## config.mk

```make
export PLATFORM = sky130hd
export DESIGN_NAME = ceespu_int_ctrl
export DESIGN_NICKNAME = d
export VERILOG_FILES = /design/src/rtl/ceespu_int_pkg.sv /design/src/rtl/ceespu_prio_enc.sv /design/src/rtl/ceespu_int_ctrl.sv
export SDC_FILE = /design/constraint.sdc
export NUM_CORES = 1
export LEC_CHECK = 0
export ABC_AREA = 1
export BUFFER_PORTS_ARGS = -buffer_cell sky130_fd_sc_hd__buf_2
export CELL_PAD_IN_SITES_DETAIL_PLACEMENT = 0
export CELL_PAD_IN_SITES_GLOBAL_PLACEMENT = 1
export CORE_ASPECT_RATIO = 1.4
export CORE_MARGIN = 8
export CORE_UTILIZATION = 34
export DETAILED_ROUTE_END_ITERATION = 8
export GPL_TIMING_DRIVEN = 0
export PLACE_DENSITY_LB_ADDON = 0.25
export SLEW_MARGIN = 40
export SYNTH_ARGS = -nofsm -noshare
export SYNTH_HDL_FRONTEND = slang
export SYNTH_SLANG_ARGS = --single-unit
export TNS_END_PERCENT = 20
```

## constraint.sdc

```tcl
create_clock -name I_clk -period 1.7 [get_ports I_clk]
set_clock_uncertainty 0.1 [all_clocks]
set_input_delay 0.17 -clock I_clk [delete_from_list [all_inputs] [get_ports I_clk]]
set_output_delay 0.17 -clock I_clk [all_outputs]
set_load 0.01 [all_outputs]
```

## src/rtl/ceespu_int_pkg.sv

```systemverilog
// ceespu_int_pkg
//   Shared definitions for the ceespu interrupt controller and the decode
//   stage that consumes it.
//   - en_sel_e : which source updates the global interrupt enable this cycle,
//                listed from highest to lowest priority. Reset sits above all
//                of them and is handled directly in the register.
//   - chan_w() : width of a channel index for a given channel count (min 1).
//   - vec_of() : branch address for a channel, before truncation to PC width.
package ceespu_int_pkg;

  // Upper bound on channel count, and the index width it needs.
  localparam int MAX_CHAN   = 16;
  localparam int CHAN_W_MAX = 4;

  typedef enum logic [1:0] {
    EN_HOLD = 2'd0,  // nothing touches the enable
    EN_ACK  = 2'd1,  // interrupt taken: disable
    EN_EINT = 2'd2,  // EINT instruction: load operand bit
    EN_RETI = 2'd3   // return through c17: re-enable
  } en_sel_e;

  function automatic int chan_w(input int n);
    return (n > 1) ? $clog2(n) : 1;
  endfunction

  function automatic logic [31:0] vec_of(input logic [31:0] base,
                                         input logic [31:0] stride,
                                         input logic [31:0] chan);
    return base + chan * stride;
  endfunction

endpackage

```

## src/rtl/ceespu_prio_enc.sv

```systemverilog
// ceespu_prio_enc
//   Lowest-index-first priority encoder.
//   Ports:
//     req   in  N      request bits
//     valid out 1      at least one request bit set
//     idx   out IDX_W  index of the lowest set request bit (0 when none)
module ceespu_prio_enc #(
  parameter int N     = 4,
  parameter int IDX_W = 2
) (
  input  logic [N-1:0]     req,
  output logic             valid,
  output logic [IDX_W-1:0] idx
);

  // Scan from the top down so the last hit, the lowest index, wins.
  always_comb begin
    valid = 1'b0;
    idx   = '0;
    for (int i = N - 1; i >= 0; i--) begin
      if (req[i]) begin
        valid = 1'b1;
        idx   = IDX_W'(i);
      end
    end
  end

endmodule

```

## src/rtl/ceespu_int_ctrl.sv

```systemverilog
// ceespu_int_ctrl
//   Interrupt controller for the ceespu decode stage. N_CHAN sources, each
//   edge or level triggered, are synchronised, latched into pending bits,
//   masked and reduced by fixed priority (lowest index first) to a single
//   registered request with its channel and branch vector. The request is
//   held until decode acknowledges it. The global enable is cleared on
//   acknowledge and restored by EINT or by the return through c17.
//   Ports:
//     I_clk, I_rst        clock, synchronous active-high reset
//     I_irq               raw interrupt sources
//     I_mask_we/_wdata    mask write (1 = channel enabled)
//     I_eint_we/_val      EINT executed, operand bit
//     I_reti              return from interrupt executed
//     I_int_ack           decode took the interrupt this cycle
//     O_int               request to decode
//     O_int_vector        branch address of the request
//     O_int_chan          channel of the request
//     O_pending           pending bits
//     O_mask              current mask
//     O_int_enabled       global enable
module ceespu_int_ctrl
  import ceespu_int_pkg::*;
#(
  parameter int              N_CHAN      = 4,
  parameter int              PC_W        = 14,
  parameter int              VEC_BASE    = 0,
  parameter int              VEC_STRIDE  = 1,
  parameter logic [N_CHAN-1:0] EDGE_MASK  = {N_CHAN{1'b1}},
  parameter logic [N_CHAN-1:0] MASK_RESET = {N_CHAN{1'b1}},
  parameter int              SYNC_STAGES = 2
) (
  input  logic                        I_clk,
  input  logic                        I_rst,
  input  logic [N_CHAN-1:0]           I_irq,
  input  logic                        I_mask_we,
  input  logic [N_CHAN-1:0]           I_mask_wdata,
  input  logic                        I_eint_we,
  input  logic                        I_eint_val,
  input  logic                        I_reti,
  input  logic                        I_int_ack,
  output logic                        O_int,
  output logic [PC_W-1:0]             O_int_vector,
  output logic [chan_w(N_CHAN)-1:0]   O_int_chan,
  output logic [N_CHAN-1:0]           O_pending,
  output logic [N_CHAN-1:0]           O_mask,
  output logic                        O_int_enabled
);

  localparam int CHAN_W = chan_w(N_CHAN);

  logic [N_CHAN-1:0] irq_s;
  logic [N_CHAN-1:0] prev_p0;
  logic [N_CHAN-1:0] pend_p1;
  logic [N_CHAN-1:0] pend_d;
  logic [N_CHAN-1:0] rise;
  logic [N_CHAN-1:0] ack_clr;
  logic [N_CHAN-1:0] eligible;
  logic [N_CHAN-1:0] mask_q;
  logic              en_q;
  logic              int_p2;
  logic [CHAN_W-1:0] chan_p2;
  logic [PC_W-1:0]   vec_p2;
  logic              win_vld;
  logic [CHAN_W-1:0] win_idx;
  logic              ack_take;
  en_sel_e           en_sel;

  // ---- stage p0: synchroniser chain, output irq_s ----
  generate
    if (SYNC_STAGES == 0) begin : g_nosync
      assign irq_s = I_irq;
    end else begin : g_sync
      logic [N_CHAN-1:0] irq_sync_p [SYNC_STAGES];
      always_ff @(posedge I_clk) begin
        if (I_rst) begin
          for (int k = 0; k < SYNC_STAGES; k++) irq_sync_p[k] <= '0;
        end else begin
          irq_sync_p[0] <= I_irq;
          for (int k = 1; k < SYNC_STAGES; k++) irq_sync_p[k] <= irq_sync_p[k-1];
        end
      end
      assign irq_s = irq_sync_p[SYNC_STAGES-1];
    end
  endgenerate

  // An acknowledge only counts while a request is actually outstanding.
  always_comb begin
    ack_take = I_int_ack & int_p2;
    rise     = irq_s & ~prev_p0;
    eligible = pend_p1 & mask_q;
    ack_clr  = '0;
    pend_d   = '0;
    for (int i = 0; i < N_CHAN; i++) begin
      ack_clr[i] = ack_take && EDGE_MASK[i] && (chan_p2 == CHAN_W'(i));
      // Edge: sticky, and a fresh edge beats a same-cycle clear.
      // Level: pending simply follows the synchronised source.
      pend_d[i]  = EDGE_MASK[i] ? ((pend_p1[i] & ~ack_clr[i]) | rise[i])
                                : irq_s[i];
    end
  end

  // ---- stage p1: edge history and pending bits ----
  // prev resets to 0 so a source already high at reset release is an edge.
  always_ff @(posedge I_clk) begin
    if (I_rst) begin
      prev_p0 <= '0;
      pend_p1 <= '0;
    end else begin
      prev_p0 <= irq_s;
      pend_p1 <= pend_d;
    end
  end

  always_ff @(posedge I_clk) begin
    if (I_rst)          mask_q <= MASK_RESET;
    else if (I_mask_we) mask_q <= I_mask_wdata;
  end

  ceespu_prio_enc #(
    .N     (N_CHAN),
    .IDX_W (CHAN_W)
  ) u_prio (
    .req   (eligible),
    .valid (win_vld),
    .idx   (win_idx)
  );

  // ---- stage p2: request register, frozen until acknowledged ----
  // A new request is not raised in a cycle that carries an ack, so a late
  // ack of the previous request can never be mistaken for this one.
  always_ff @(posedge I_clk) begin
    if (I_rst) begin
      int_p2  <= 1'b0;
      chan_p2 <= '0;
      vec_p2  <= '0;
    end else if (int_p2) begin
      if (ack_take) int_p2 <= 1'b0;
    end else if (en_q && win_vld && !I_int_ack) begin
      int_p2  <= 1'b1;
      chan_p2 <= win_idx;
      vec_p2  <= PC_W'(vec_of(VEC_BASE, VEC_STRIDE, 32'(win_idx)));
    end
  end

  always_comb begin
    en_sel = EN_HOLD;
    if (ack_take)       en_sel = EN_ACK;
    else if (I_eint_we) en_sel = EN_EINT;
    else if (I_reti)    en_sel = EN_RETI;
  end

  always_ff @(posedge I_clk) begin
    if (I_rst) begin
      en_q <= 1'b1;
    end else begin
      case (en_sel)
        EN_ACK:  en_q <= 1'b0;
        EN_EINT: en_q <= I_eint_val;
        EN_RETI: en_q <= 1'b1;
        default: en_q <= en_q;
      endcase
    end
  end

  assign O_int         = int_p2;
  assign O_int_vector  = vec_p2;
  assign O_int_chan    = chan_p2;
  assign O_pending     = pend_p1;
  assign O_mask        = mask_q;
  assign O_int_enabled = en_q;

endmodule

```

==> qor.txt <==
Reg2reg end: O_int_enabled
Share of layout cells above drive strength 1: 28.5%
Die area: 4770 µm²
Fillers: 304
Post-CTS Setup Bufs: 0
# DRC: 0
Initial core utilization: 36.0%
Mapped Cells: 126
Leading cell types in the layout, fill and taps excluded: buf_2 (29), dfxtp_1 (24), nor2_1 (23)
IR drop worst, VDD: 0.407 mV
Global-route usage over all layers: 8.95%
CP Launch Type: flop
TritonCTS Sinks: 24
Hold Vio Cnt, Final: 0
Row count: 22
Pwr/cell area: 892 nW/µm²
Vias: 862
Dpl hpwl: 1590 µm
Ant. Diodes: 0
Wirelength per Cell: 9.59 µm
TritonCTS buffer count: 3
Period utilization: 88.5%
Int Power: 920 µW
Routability cong.: 0.822
Area growth from synthesis to layout: 40.3%
Unrepaired setup endpoints after global routing: false
Clock buffer depth: 2
Sequential share of the synthesized area: 50.5%
Die W: 60.7 µm
Final Max Slew Viols: 0
Reg power frac: 51.4%
DRT Wirelength: 2060 µm
R2R depth: 6
CTS root buf: clkbuf_4
Count of cell types in the netlist: 14
Clock slew at reported path FFs: 0.13 ns
Antenna Nets Post-Route: 0
F_max: 665 MHz
Post-layout minimum cycle time: 1.50 ns
Largest net degree at the start of global routing: 15
Vias per Instance: 4.01
Seq cells post-synth: 24
First-pass GRT wire length: 3340 µm
CORE AREA: 2640 µm²
Clock latency on the worst-skew pair: 0.31 ns
Per-instance average area after synthesis: 7.56 µm²
Die Y: 78.6 µm
Max-Cap Viols: 0
Min-Delay Endpoint: O_mask[1]
Commonest non-fill, non-tap cell in the layout: buf_2
Port bufs: 27
Hold Path Stages: 3
YS warnings: 0
Worst R2R Start: O_int
Final Core Density: 50.6%
Ports: 41
Combinational Power Share: 14.9%
CP Capture Type: flop
Status: finished clean
Clock share of power: 33.8%
CP Class: flop to flop
Setup_tns: 0 ns
Sw power: 271 µW
Remaining Overflow, GRT: 0
Drt initial violations: 18
R2r setup slk: 0.20 ns
Nets: 195
H-Tree Depth: 1
Leak Pwr: 0.000712 µW
Vias in the first global route: 796
Final hold slack: 0.0113 ns
Final setup fails: 0
CTS tree: built
Hold_sp: I_mask_we
Antenna violations before repair: 0
Sw Ratio: 22.7%
CP required: 1.82 ns
Synthesized area: 952 µm²
Pre-antenna DRT Iters: 4
Crit-path max FO: 5
WP data arrival: 1.62 ns
Hold Crit Class: input pin to flop
-- worst max-delay path, cell delays in order (launching register included) --
cell           delay [ns]
dfxtp_1              0.42
nand2_1              0.09
inv_2                0.09
a21oi_1              0.04
o31ai_1              0.05
dlygate4sd3_1        0.57
nand2_1              0.04
-- how the worst max path moves through the flow --
stage                      from            end  slack, ns
final                     O_int  O_int_enabled       0.20
after global routing      O_int  O_int_enabled       0.10
after CTS                 O_int  O_int_enabled       0.17
after global placement    O_int   O_pending[2]       0.67
after floorplan           O_int   O_pending[3]       0.68
after detailed placement  O_int   O_pending[2]       0.64
-- Yosys cell counts (all sizes together) --
| cell | n | area (µm²) |
|---|---|---|
| a21boi | 1 | 7.51 |
| o21ai | 1 | 5.00 |
| buf | 16 | 115 |
| nor2 | 24 | 92.6 |
| nand3 | 11 | 55.1 |
| dfxtp | 24 | 480 |
| nand2 | 21 | 78.8 |
| inv | 19 | 71.3 |
| a21oi | 7 | 35.0 |
| conb | 1 | 3.75 |
| o31ai | 1 | 7.51 |
-- metal layers --
layer  GRT usage, %  share of wire (%)
met5              0                  0
met4           4.68                1.3
met3           2.28                8.2
met2           16.9                 53
met1           8.20                 37
-- per-stage QoR --
stage	cell area (µm²)	worst slack (ns)	cells	power, µW
global route	1340	0.102	215	1250
floorplan	993	0.684	137	728
detailed placement	1170	0.640	200	781
finish	1340	0.196	215	1190
global placement	1170	0.666	200	778
CTS	1340	0.171	215	1210
-- final cells by class --
class                   instances  area (µm²)  area share (%)
multi-input cells              78         327            24.4
well taps                      36        45.0            3.37
clock buffers                   3        22.5            1.69
clock inverters                 1        30.0            2.25
flip-flops and latches         24         480            36.0
inverters                      19        71.3            5.34
repair buffers                 38         245            18.4
plain buffers                  16         115            8.61
-- power by group through the flow --
stage          Sequential (µW)  Combinational [µW]  Clock, µW
3_3_place_gp               624                 153          0
4_1_cts                    612                 177        417
5_1_grt                    617                 200        437
3_5_place_dp               625                 156          0
6_report                   612                 177        402
2_1_floorplan              630                97.7          0
-- cell families (layout without fill, tap and decap cells) --
group                  count (synthesis)  in the layout  synth area share (%)
AND/OR/NAND/NOR                       56             56                  23.8
buffers and inverters                 35             77                  19.6
flip-flops                            24             24                  50.5
AO/OA/AOI/OAI                         10             10                  5.78
other                                  1             12                 0.394
-- sequential cells by signal, summed over array words and instances (netlist names) --
| register | count |
|---|---|
| O_int | 1 |
| O_int_chan | 2 |
| O_int_enabled | 1 |
| O_mask | 4 |
| O_pending | 4 |
| g_sync.irq_sync_p | 8 |
| prev_p0 | 4 |
-- timing repair --
item / CTS / global route
hold endpoints to repair: 9 / 0
hold buffers: 11 / 0
gates resized for setup: 0 / 0
Power figures use the tool's default switching activity.
